==> config.mk <==
export PLATFORM = sky130hd
export DESIGN_NAME = rr_arbiter
export DESIGN_NICKNAME = d
export VERILOG_FILES = /design/src/rtl/rr_arbiter.sv
export SDC_FILE = /design/constraint.sdc
export NUM_CORES = 1
export LEC_CHECK = 0
export ABC_AREA = 0
export CORE_AREA = 4 4 43 45
export DETAILED_ROUTE_END_ITERATION = 10
export DIE_AREA = 0 0 47 49
export PLACE_DENSITY = 0.89
export SKIP_LAST_GASP = 1
export SYNTH_ARGS = -nofsm -noshare
export SYNTH_HDL_FRONTEND = slang
export SYNTH_SLANG_ARGS = --single-unit
==> constraint.sdc <==
create_clock -name clk -period 5.6 [get_ports clk]
set_clock_uncertainty 0.1 [all_clocks]
set_input_delay 0.84 -clock clk [delete_from_list [all_inputs] [get_ports clk]]
set_output_delay 0.84 -clock clk [all_outputs]
set_load 0.005 [all_outputs]
==> src/rtl/rr_arbiter.sv <==
// Round-robin arbiter: grants one requester at a time, holds the grant until the
// owner drops its request or MAX_HOLD cycles elapse, then rotates priority past
// the previous owner. Grant is presented one-hot and as a binary index.
module rr_arbiter #(
    parameter int N        = 4,
    parameter int IDW      = 2,
    parameter int MAX_HOLD = 16
) (
    input  logic           clk,
    input  logic           rst,
    input  logic [N-1:0]   req,
    output logic [N-1:0]   gnt,
    output logic [IDW-1:0] gnt_id,
    output logic           busy,
    output logic           timeout
);

    localparam int HCW = (MAX_HOLD > 0) ? $clog2(MAX_HOLD + 1) : 1;

    typedef enum logic {IDLE, GRANT} state_t;

    state_t         state, state_n;
    logic [IDW-1:0] ptr, ptr_n;
    logic [HCW-1:0] hold_cnt, hold_cnt_n;
    logic [N-1:0]   gnt_n;
    logic [IDW-1:0] gnt_id_n;
    logic           timeout_n;
    logic [IDW-1:0] cand;
    logic [IDW-1:0] pick;
    logic           found;
    logic [IDW-1:0] ptr_after;

    // Rotating-priority search: first set request starting at ptr, wrapping mod N.
    always_comb begin
        found = 1'b0;
        pick  = '0;
        cand  = '0;
        for (int i = 0; i < N; i++) begin
            cand = IDW'((int'(ptr) + i) % N);
            if (!found && req[cand]) begin
                found = 1'b1;
                pick  = cand;
            end
        end
    end

    // Owner just past the current grant becomes highest priority after it ends.
    assign ptr_after = (gnt_id == IDW'(N - 1)) ? '0 : gnt_id + 1'b1;

    // Next-state and registered-output logic; release beats timeout beats hold.
    always_comb begin
        state_n    = state;
        ptr_n      = ptr;
        hold_cnt_n = hold_cnt;
        gnt_n      = gnt;
        gnt_id_n   = gnt_id;
        timeout_n  = 1'b0;
        case (state)
            IDLE: begin
                gnt_n    = '0;
                gnt_id_n = '0;
                if (found) begin
                    state_n     = GRANT;
                    gnt_n[pick] = 1'b1;
                    gnt_id_n    = pick;
                    hold_cnt_n  = HCW'(1);
                end
            end
            GRANT: begin
                if (!req[gnt_id]) begin
                    state_n  = IDLE;
                    gnt_n    = '0;
                    gnt_id_n = '0;
                    ptr_n    = ptr_after;
                end else if ((MAX_HOLD != 0) && (hold_cnt == HCW'(MAX_HOLD))) begin
                    state_n   = IDLE;
                    gnt_n     = '0;
                    gnt_id_n  = '0;
                    ptr_n     = ptr_after;
                    timeout_n = 1'b1;
                end else if (hold_cnt != '1) begin
                    hold_cnt_n = hold_cnt + 1'b1;
                end
            end
            default: begin
                state_n  = IDLE;
                gnt_n    = '0;
                gnt_id_n = '0;
            end
        endcase
    end

    // State and output registers; reset overrides any grant in progress.
    always_ff @(posedge clk) begin
        if (rst) begin
            state    <= IDLE;
            ptr      <= '0;
            hold_cnt <= '0;
            gnt      <= '0;
            gnt_id   <= '0;
            timeout  <= 1'b0;
        end else begin
            state    <= state_n;
            ptr      <= ptr_n;
            hold_cnt <= hold_cnt_n;
            gnt      <= gnt_n;
            gnt_id   <= gnt_id_n;
            timeout  <= timeout_n;
        end
    end

    assign busy = |gnt;

endmodule

# Word-level counts from Yosys, hierarchy flattened
# Index checks and enable logic that the tools add are counted.
# totals
regBits	15
output_inout_bits	8
wordCells	81
input_bits	6
# op_classes
magnitude_cmp	7
add_sub_neg	5
reduce_logical	11
n_bitwise	2
n_eq_ne	9
n_mux	41
# ops
cell	count
$mux W2	10
$mux W5	4
$lt A2 B3 Y1 const B	6
$mux W1	14
$mux W4	3
$bmux W1 S2	5
$pmux W5 S2	1
$pmux W4 S2	1
$ne A2 B1 Y1 const B	3
$add A5 B1 Y5 const B	1
$eq A5 B5 Y1 const B	1
$ne A5 B5 Y1 const B	1
$add A2 B1 Y2 const B	2
$add A2 B2 Y2 const B	2
$logic_and A1 B1 Y1	4
$ne A2 B2 Y1 const B	2
$pmux W2 S2	1
$reduce_and A4 Y1	1
$reduce_or A4 Y1	1
$logic_not A1 Y1	3
$ne A3 B2 Y1 const B	1
$reduce_or A3 Y1	1
$demux W1 S2	1
$eq A2 B2 Y1 const B	1
other kinds (4)	5

# Longest topological paths before layout
# depth
depth_word	18
ltp_mapped	7
ltp_nobuf	7

# Worst setup path after synthesis
# Ideal clock, no wire load.
# synth_path
kind	input to register
startpoint	input req[3]
endpoint	register hold_cnt[1]
path_buffers	1
t_arrival_ns	2.070
path_stages	5
slack_ns	3.359
path_cell_list	mux4_2 > and4b_1 > clkbuf_2 > or3_1 > a21oi_1
# synth_via
elab_chain_len	14
elab_cells_between_ends	23
cone_classes	eq/ne (2); mux (14); reduce/logical (7)
# synth_rtl
element	line	rtl
start: declaration	11	input logic [N-1:0] req,
$bmux W1 S2	40	if (!found && req[cand]) begin
$mux W1 (not written as such)	40	
$mux W1	40	
$logic_not A1 Y1	40	
$logic_and A1 B1 Y1	40	
$mux W1	40	
$logic_not A1 Y1	40	
$logic_and A1 B1 Y1	40	
$mux W1	40	
$logic_not A1 Y1	40	
$logic_and A1 B1 Y1	40	
$mux W1	40	
$ne A2 B2 Y1 (no line)	n/a	
$reduce_and A4 Y1 (no line) (*)	n/a	
end signal: assignment	105	hold_cnt <= hold_cnt_n;
end: declaration	24	logic [HCW-1:0] hold_cnt, hold_cnt_n;
# Every way passes the cells marked *; elsewhere a longest branch is shown, timed or not. The select of a mux whose other input is x is not followed.
# A chain may end at the register's enable or synchronous reset.

# Worst setup path after layout
# layout_path
startpoint	input req[3]
endpoint	register ptr[1]
# layout_via
elab_chain_len	4
elab_cells_between_ends	5
cone_classes	eq/ne (1); mux (3); reduce/logical (1)
# layout_rtl
element	line	rtl
$bmux W1 S2 (*)	70	if (!req[gnt_id]) begin
$mux W1 (not written as such) (*)	70	
$ne A2 B1 Y1 (no line)	n/a	
$reduce_and A2 Y1 (no line)	n/a	
end signal: assignment	104	ptr <= ptr_n;
end: declaration	23	logic [IDW-1:0] ptr, ptr_n;
# Marked as above.

==> implementation parameters <==
Parameter                              Value

Outcome
  Status ... finished, final reports clean

GRT
  Via count of the first global-routing pass ... 646
  Number of antenna violations at the first check in global routing ... 0
  Overflow after GRT ... 0
  Maximum number of pins on one net before global-route repair ... 15
  Total track usage ... 0.157
  Wire length of the first global-routing pass ... 2.76 mm

Pwr
  Leakage power summed over all cells ... 0.346 nW
  Power per cell area ... 237 nW/µm²
  Peak supply drop ... 0.000130 V

Drt
  Count of TritonRoute iterations in the first routing pass ... 4
  Routed WL per cell ... 13.9 µm
  Iter 0 DRT Violations ... 27
  DRT antenna net count ... 0
  Number of vias per cell ... 6.05
  Residual DRC count ... 0
  Detailed Route WL ... 1.58 mm
  Via count ... 684

Timing
  Final hold violation count ... 0
  Setup repair after global routing missed its margin ... no
  Slew Limit Fails ... 0
  Final Setup Violations ... 0
  Normalized max-slew margin ... 0.661
  Setup TNS ... 0 ns
  Final Worst Setup Slack ... 3.07 ns
  Final worst path period share ... 0.452
  Max frequency ... 395 MHz
  Minimum clock period ... 2.53 ns
  Slew at the pin with the worst max-slew slack ... 0.504 ns

Clock network
  Clock slew seen by the registers of the worst setup and hold paths ... 0.08 ns
  CTS tree ... done
  Number of buffers inserted for hold repair after clock tree synthesis ... 0
  Root Buffer ... sky130_fd_sc_hd__clkbuf_4
  Number of clock sinks seen by CTS ... 15
  Clock latency of the later-clocked register in the worst-skew pair ... 0.27 ns
  Inserted Clock Buffers ... 3
  Post-cts repair resize count ... 0
  Clock tree buffer depth ... 2
  # Post-CTS Setup Buffers ... 0
  Number of H-tree branching levels ... 1

Floorplan
  Horiz. Die Dim ... 47 µm
  Effective utilization at floorplan ... 0.520
  Height of the die ... 49 µm
  Core Footprint ... 1470 µm²
  Ports ... 14
  Std-Cell Rows ... 14
  Die outline area ... 2300 µm²

Placement
  Routability cong. ... 0.737
  Setup slack at placement ... 2.80 ns
  PortBufs ... 13
  Placed instance count ... 109
  Cell Area, Placed ... 898 µm²
  Post-detail-place hpwl ... 1.21 mm

Layout
  Filler cell count ... 132
  Fraction of layout cells with a size suffix above 1 ... 0.0825
  # nets final ... 108
  Final Instance Area ... 925 µm²
  Antenna cell count ... 0
  Final Non-Filler Cells ... 113
  Area delta synth->final ... 20.9%

Worst setup path
  Worst path cell trace ... clkdlybuf4s50_1 -> mux4_2 -> a21boi_0 -> mux2i_1 -> nor2_1
  Type of destination of the critical path ... flip-flop
  CP peak stage delay ... 0.56 ns
  Critical-path cell with the highest stage delay ... sky130_fd_sc_hd__mux4_2
  CP Data Arrival Time ... 2.58 ns
  Count of buffer and inverter cells on the critical path ... 1
  Data required time at the worst endpoint ... 5.65 ns
  CP max FO ... 6
  Family with the most delay on the worst path ... multiplexers
  Class of the most critical setup path ... input pin to flip-flop
  Critical path startpoint category ... input pin

Yosys
  Syn Area/Cell ... 9.10 µm²
  Yosys warns ... 0
  Post-synthesis async set-or-reset flop share ... 0
  Count of flip-flops with a built-in enable after synthesis ... 0
  Total standard cell area after synthesis ... 764 µm²
  Number of instances in the synthesized netlist ... 84
  Library cells used by synthesis ... 35
  Sequential element share of the synthesized area ... 0.393
  Predominant post-synthesis flop cell ... sky130_fd_sc_hd__dfxtp_1
  Post-synthesis register bit count ... 15
  Total nets after synthesis ... 94

Job
  Number of violations of the max-capacitance limit ... 0

Hold path
  Hold crit path type ... flip-flop to flip-flop
logic make-up (layout without fill, tap and decap cells):
logic type,count (synthesis),after routing,synth area share
DFF,15,15,0.393
adders and majority gates,4,4,0.0655
muxes,3,3,0.0556
buffers and inverters,8,21,0.0409
AOI/OAI and AO/OA,21,21,0.200
and+or+nand+nor,32,32,0.234
xor gates and xnor gates,1,1,0.0115
worst paths after layout:
| check | slack (ns) | cells after the start | end | startpoint |
|---|---|---|---|---|
| min | 0.38 | 2 | gnt[2] | gnt[2] |
| max | 3.07 | 5 | ptr[1] | req[3] |
| max reg2reg | 3.66 | 4 | ptr[1] | gnt_id[0] |
| min reg2reg | 0.38 | 2 | gnt[2] | gnt[2] |
area by class of cell:
type / instances / area [µm²] / share of cell area
tap: 16 / 20.0 / 0.0217
clock buffer: 4 / 26.3 / 0.0284
timing repair buffer: 13 / 130 / 0.141
multi-input combinational: 61 / 433 / 0.468
sequential: 15 / 300 / 0.325
inverter: 4 / 15.0 / 0.0162
Yosys cell counts (2+ instances only):
master,count,area share
sky130_fd_sc_hd__and4b_1,2,0.026
sky130_fd_sc_hd__o41ai_1,2,0.023
sky130_fd_sc_hd__nand3_1,4,0.026
sky130_fd_sc_hd__nor3_1,6,0.039
sky130_fd_sc_hd__ha_1,4,0.065
sky130_fd_sc_hd__nor2_1,5,0.025
sky130_fd_sc_hd__mux2i_1,2,0.026
sky130_fd_sc_hd__nand2_1,6,0.029
sky130_fd_sc_hd__clkbuf_1,3,0.015
sky130_fd_sc_hd__dfxtp_1,15,0.39
sky130_fd_sc_hd__inv_1,4,0.020
sky130_fd_sc_hd__a32o_1,2,0.026
sky130_fd_sc_hd__a21oi_1,7,0.046
flip-flops by register name, indices dropped and copies added (netlist names):
signal,cells
ptr,2
gnt_id,2
gnt,4
state,1
timeout,1
hold_cnt,5
where the power goes:
part	switching, W	internal (W)
Clock	0.0000312	0.0000276
Combinational	0.0000203	0.0000216
Sequential	0.00000656	0.000112
Total	0.0000580	0.000161
metrics by stage:
step	util	power (W)	hold WS, ns
after detailed placement	0.611	0.000162	0.359
after global routing	0.628	0.000232	0.402
after global placement	0.611	0.000161	0.356
after floorplan	-	0.000144	0.356
final	0.628	0.000219	0.376
after CTS	0.628	0.000221	0.376
worst min-delay path: cells and delay by family (launching register included):
kind	cells	cell delay, ns
DFF	1	0.33
and+or+nand+nor	1	0.05
AOI/OAI and AO/OA	1	0.05
metal layers:
| metal | GRT usage | wire length [µm] |
|---|---|---|
| met1 | 0.232 | 748 |
| met2 | 0.215 | 740 |
| met3 | 0.0258 | 56 |
| met4 | 0.0737 | 31 |
| met5 | 0 | 0 |
cells in the final DEF, fill, tap and decap left out, types with 2 or more instances in the layout:
| cell type | Yosys | final |
|---|---|---|
| sky130_fd_sc_hd__a21oi_1 | 7 | 7 |
| sky130_fd_sc_hd__a32o_1 | 2 | 2 |
| sky130_fd_sc_hd__and4b_1 | 2 | 2 |
| sky130_fd_sc_hd__clkbuf_4 | 0 | 3 |
| sky130_fd_sc_hd__clkdlybuf4s50_1 | 0 | 13 |
| sky130_fd_sc_hd__dfxtp_1 | 15 | 15 |
| sky130_fd_sc_hd__ha_1 | 4 | 4 |
| sky130_fd_sc_hd__inv_1 | 4 | 4 |
| sky130_fd_sc_hd__mux2i_1 | 2 | 2 |
| sky130_fd_sc_hd__nand2_1 | 6 | 6 |
| sky130_fd_sc_hd__nand3_1 | 4 | 4 |
| sky130_fd_sc_hd__nor2_1 | 5 | 5 |
| sky130_fd_sc_hd__nor3_1 | 6 | 6 |
| sky130_fd_sc_hd__o41ai_1 | 2 | 2 |
(Power assumes the default switching activity.)
